`src/rtl/bcd_counter_ndigit.sv`:
```
// rtl/bcd_counter_ndigit.sv - parametrised N-digit BCD up/down counter with clear, load, saturate/wrap
module bcd_counter_ndigit #(
  parameter int NDIGITS = 2,
  parameter bit WRAP    = 1'b0
) (
  input  logic                   clk,
  input  logic                   reset,
  input  logic                   inc,
  input  logic                   dec,
  input  logic                   clr,
  input  logic                   load,
  input  logic [4*NDIGITS-1:0]   load_val,
  output logic [4*NDIGITS-1:0]   bcd,
  output logic                   at_max,
  output logic                   at_min,
  output logic                   ovf,
  output logic                   unf
);

  localparam int W = 4 * NDIGITS;

  logic [W-1:0]       r_bcd;
  logic               r_ovf;
  logic               r_unf;

  logic [NDIGITS-1:0] w_is9;
  logic [NDIGITS-1:0] w_is0;
  logic [NDIGITS:0]   w_carry;
  logic [NDIGITS:0]   w_borrow;
  logic [W-1:0]       w_inc_val;
  logic [W-1:0]       w_dec_val;
  logic [W-1:0]       w_load_clamped;
  logic               w_ovf_evt;
  logic               w_unf_evt;

  // Digit 0 always receives the step; higher digits only see it through the chain.
  assign w_carry[0]  = 1'b1;
  assign w_borrow[0] = 1'b1;

  genvar g;
  generate
    for (g = 0; g < NDIGITS; g++) begin : g_digit
      logic [3:0] w_dig;
      logic [3:0] w_ld;
      assign w_dig = r_bcd[4*g +: 4];
      assign w_ld  = load_val[4*g +: 4];

      assign w_is9[g] = (w_dig == 4'd9);
      assign w_is0[g] = (w_dig == 4'd0);

      // A digit passes carry/borrow upward only when it rolls over itself.
      assign w_carry[g+1]  = w_carry[g]  & w_is9[g];
      assign w_borrow[g+1] = w_borrow[g] & w_is0[g];

      assign w_inc_val[4*g +: 4] = !w_carry[g]  ? w_dig :
                                   (w_is9[g] ? 4'd0 : w_dig + 4'd1);
      assign w_dec_val[4*g +: 4] = !w_borrow[g] ? w_dig :
                                   (w_is0[g] ? 4'd9 : w_dig - 4'd1);

      // Out-of-range nibbles (A-F) are clamped so no illegal code is stored.
      assign w_load_clamped[4*g +: 4] = (w_ld > 4'd9) ? 4'd9 : w_ld;
    end
  endgenerate

  assign w_ovf_evt = w_carry[NDIGITS];
  assign w_unf_evt = w_borrow[NDIGITS];

  // Count register and boundary pulses; clr beats load beats a single inc/dec.
  always_ff @(posedge clk or posedge reset) begin
    if (reset) begin
      r_bcd <= '0;
      r_ovf <= 1'b0;
      r_unf <= 1'b0;
    end else begin
      r_ovf <= 1'b0;
      r_unf <= 1'b0;
      if (clr) begin
        r_bcd <= '0;
      end else if (load) begin
        r_bcd <= w_load_clamped;
      end else if (inc && !dec) begin
        // On overflow the chain has already produced all zeros, which is the wrap result.
        if (WRAP || !w_ovf_evt) r_bcd <= w_inc_val;
        r_ovf <= w_ovf_evt;
      end else if (dec && !inc) begin
        // On underflow the chain has already produced all nines, which is the wrap result.
        if (WRAP || !w_unf_evt) r_bcd <= w_dec_val;
        r_unf <= w_unf_evt;
      end
    end
  end

  assign bcd    = r_bcd;
  assign ovf    = r_ovf;
  assign unf    = r_unf;
  assign at_max = &w_is9;
  assign at_min = &w_is0;

endmodule

```
`config.mk`:
```
export PLATFORM = sky130hd
export DESIGN_NAME = bcd_counter_ndigit
export DESIGN_NICKNAME = d
export VERILOG_FILES = /design/src/rtl/bcd_counter_ndigit.sv
export SDC_FILE = /design/constraint.sdc
export NUM_CORES = 1
export LEC_CHECK = 0
export ABC_CLOCK_PERIOD_IN_PS = 2500
export CORE_ASPECT_RATIO = 1.25
export CORE_UTILIZATION = 49
export CTS_CLUSTER_SIZE = 16
export DETAILED_ROUTE_END_ITERATION = 8
export MAX_ROUTING_LAYER = met4
export PLACE_DENSITY = 0.86
export SETUP_SLACK_MARGIN = 0.2
export SYNTH_ARGS = -nofsm -noshare
export SYNTH_HDL_FRONTEND = slang
export SYNTH_SLANG_ARGS = --single-unit
```
`constraint.sdc`:
```
create_clock -name clk -period 2.5 [get_ports clk]
set_clock_uncertainty 0.2 [all_clocks]
set_input_delay 0.5 -clock clk [delete_from_list [all_inputs] [get_ports clk]]
set_output_delay 0.5 -clock clk [all_outputs]
set_load 0.01 [all_outputs]
```
# After elaboration in Yosys (flattened, before gate mapping)
# Index checks and enable logic that the tools add are counted.
[word_totals]
ff_bits = 10
in_bits = 14
word_cells = 50
out_inout_bits = 12
[classes]
reduce_logical = 12
n_eq_ne = 5
n_bitwise = 2
order_cmp = 2
muxes = 21
add_sub_neg = 4
[ops]
columns = ["op", "n"]
rows = [
  ["two-way mux 8 bit", 6],
  ["two-way mux 4 bit", 8],
  ["adder 4 x 1 -> 4 bit (second input constant)", 2],
  ["== test 4 bit (second input constant)", 2],
  ["greater-than comparator 4 bit (second input constant)", 2],
  ["zero test 4 bit", 2],
  ["inequality test 4 bit (second input constant)", 2],
  ["nonzero test 4 bit", 2],
  ["subtractor 4 x 1 -> 4 bit (second input constant)", 2],
  ["two-way mux 1 bit", 7],
  ["AND reduction 5 bit", 1],
  ["inequality test 4 x 3 -> 1 bit (second input constant)", 1],
  ["AND reduction 2 bit", 2],
  ["AND reduction 3 bit", 1],
  ["AND 1 bit", 2],
  ["logical AND 1 bit", 2],
  ["zero test 1 bit", 2],
]

# Depth between registers and ports, before layout
[depth]
word_depth = 8
ltp_mapped = 8
ltp_nobuf = 7

# Worst setup path before layout
# Ideal clock, no wire load.
[synth_timing]
kind = "reg2out"
startpoint = "register r_bcd[0] (netlist: bcd[0])"
endpoint = "output at_min"
t_arrival_ps = 1649
n_path_buf = 0
t_required_ps = 1800
path_stages_with_launch = 5
path_slack_ps = 151
cell_sequence = "dfrtp_1 inv_1 ha_1 or3b_4 nor4b_1"
[synth_between]
elab_chain_len = 2
[synth_lines]
columns = ["element", "line", "text"]
rows = [
  ["start: declaration", "22", "logic [W-1:0] r_bcd;"],
  ["start signal: assignment", "80", "r_bcd <= w_load_clamped;"],
  ["start signal: assignment", "83", "if (WRAP || !w_ovf_evt) r_bcd <= w_inc_val;"],
  ["start signal: assignment", "87", "if (WRAP || !w_unf_evt) r_bcd <= w_dec_val;"],
  ["zero test 4 bit", "49", "assign w_is0[g] = (w_dig == 4'd0);"],
  ["AND reduction 2 bit", "97", "assign at_min = &w_is0;"],
  ["end: declaration", "15", "output logic at_min,"],
]
# No other way between the ends.

# Final worst setup path
# Same ends and word-level chain as after synthesis.

==> flow_summary.json <==
{
  "gp_congestion": 0.986,
  "slew_headroom_pct": 70.5,
  "clk_pin_slew_ns": 0.07,
  "track_usage_pct": 28.4,
  "vias_per_cell": 5.98,
  "setup_viol": 0,
  "die-area_mm2": 0.00234,
  "crit_start": "bcd[0]",
  "regToRegStartpoint": "bcd[1]",
  "multi_input_area_um2": 777,
  "period_minus_slack_ns": 2.32,
  "cts_num_sinks": 10,
  "cp-start-kind": "register",
  "h-tree-depth": 1,
  "n_antenna_cell": 0,
  "cap_violations": 0,
  "io_buffers": 25,
  "worst_pin_slew_ns": 0.443,
  "grt_max_degree": 13,
  "synth-seq-cells": 10,
  "dp_hpwl_um": 2340,
  "drt_iter0_drc": 29,
  "synth_area_mm2": 0.00105,
  "cp_data_arrival_time_ns": 1.62,
  "rsz0062_at_grt": "true",
  "yosysWarnings": 0,
  "cts_buffer_depth": 2,
  "cts_tree": "built",
  "clk_latency_ns": 0.27,
  "r2r_setup_slack_ns": 0.31,
  "power_mw": 0.721,
  "powerDensity_mw_per_mm2": 466,
  "finalNonFillerCells": 187,
  "rows": 18,
  "area_growth_pct": 46.6,
  "cp-end-kind": "output pin",
  "fin_crit_sh_pct": 92.8,
  "violations": "design-rule violations",
  "critPathSlowestCell": "dfrtp_1",
  "slowest_delay_ns": 0.39,
  "grt_pass1_vias": 1047,
  "ys_types": 45,
  "grt_overflow": 0,
  "drc": 2,
  "async_reset_ff_share_pct": 100,
  "crit_required_ns": 1.80,
  "root_buffer": "clkbuf_4",
  "fillers": 149,
  "grt_antenna_before_repair": 0,
  "place_inst": 182,
  "final_cell_mix": "clkdlybuf4s50_1, buf_4, inv_1, nand2_1",
  "critical_path.max_fanout": 2,
  "register_area_um2": 253,
  "hold_class": "primary input to async pin",
  "ant_nets": 0,
  "seq_area_frac_synth_pct": 23.7,
  "drive_gt1_share_pct": 31.1,
  "synth_edf_count": 0,
  "dpl-instance-area_mm2": 0.00144,
  "syn_inst": 123,
  "crit_type": "register to output pin",
  "grt_pass1_wl_um": 4690,
  "fp.dieW_um": 43.5,
  "die_h_um": 53.9,
  "fin_area_mm2": 0.00155,
  "drt-total-wl_um": 3100,
  "hold_slack_ns": 0.318,
  "design.core.area_mm2": 0.00200,
  "start_util_pct": 52.6,
  "synth_ff_type": "dfrtp_1",
  "fmaxAchievable_mhz": 431,
  "first_pass_iters": 6,
  "syn_area_per_cell_um2": 8.58,
  "cp_cell_sequence": "inv_2 > ha_4 > or3b_4 > nor4b_2 > buf_2",
  "synth_nets": 146,
  "status": "finished, violations left",
  "p_leak_nw": 0.682,
  "numCtsBuffers": 3,
  "finalNetCount": 191,
  "wire_per_inst_um": 16.6,
  "num_io_pins": 26,
  "hold_viol": 0,
  "peakVddDrop_mv": 0.608,
  "final_max_slew_viol_count": 0,
  "vias": 1119
}
-- routing by layer --
layer	GRT usage [%]	wire, um	vias to the layer above	share of wire [%]
met4	9.38	55	0	1.8
li1	-	-	540	-
met2	52.3	1650	47	53
met3	6.38	155	8	5.0
met1	30.0	1230	524	40
met5	-	0	-	0
-- path summary, 6_finish.rpt --
check / endpoint / cells past startpoint
min in group clk: bcd[5] / 2
max in group asynchronous: bcd[7] / 2
hold reg to reg: bcd[5] / 2
hold / removal: ovf / 2
setup reg to reg: bcd[0] / 8
setup / recovery: at_min / 5
-- cell usage after synthesis, types with 2 or more instances --
master    count  share of area (%)
nand3b_1      2                1.4
nor4b_1       3                2.5
a21oi_1       7                3.3
buf_6         3                3.2
ha_1          9                 11
a31oi_1       3                1.8
inv_1        12                4.3
nor2_1        7                2.5
nand2b_1      2                1.2
o211ai_1      4                2.8
inv_2         2               0.71
nor3_1        4                1.9
o21ai_0       8                3.8
dfrtp_1      10                 24
nand3_1       4                1.9
o41ai_1       2                1.7
nand2_1       9                3.2
buf_2         2               0.95
a311oi_1      2                1.7
o21a_1        2                1.4
mux2i_1       2                1.9
-- metrics by stage --
step | setup TNS (ns) | util [%] | worst slack, ns
2_1_floorplan | 0 | - | 0.280
3_3_place_gp | -0.298 | 71.8 | -0.0908
5_1_grt | 0 | 77.2 | 0.0893
4_1_cts | 0 | 74.0 | 0.0938
6_report | 0 | 77.2 | 0.181
3_5_place_dp | -1.10 | 71.8 | -0.176
-- area by class of cell --
| cell class | count | share of cell area [%] |
|---|---|---|
| clock buffers | 4 | 2.35 |
| inverters | 14 | 3.40 |
| multi-input cells | 93 | 50.2 |
| flip-flops and latches | 10 | 16.3 |
| well taps | 20 | 1.62 |
| repair buffers | 46 | 26.1 |
-- where the power goes --
part,internal (mW),switching [mW]
clock network,0.0884,0.0569
registers,0.178,0.0251
logic,0.193,0.179
total,0.460,0.261
-- critical path, delay by kind of cell (launching register included) --
| family | cells | cell delay [ns] |
|---|---|---|
| buffers and inverters | 2 | 0.24 |
| and+or+nand+nor | 2 | 0.59 |
| adders and majority gates | 1 | 0.13 |
| DFF | 1 | 0.39 |
-- cell families (layout without fill, tap and decap cells) --
logic type	after synthesis	in the layout	share of synthesized area, %
simple gates	41	41	25.9
buf+inv	20	64	9.49
mux	4	4	4.39
xor+xnor	1	1	0.831
compound gates	38	38	25.0
fa+ha+maj	9	9	10.7
flops	10	10	23.7
-- sequential cells by signal, summed over array words and instances (netlist names) --
name / count
ovf: 1
unf: 1
bcd: 8
-- repair_timing --
action,in CTS,in global routing
pin swaps,0,4
endpoints found under the setup margin,9,11
gates resized for setup,8,17
hold buffers,0,0
endpoints found under the hold margin,0,0
buffers inserted,0,1
Power figures use the tool's default switching activity.
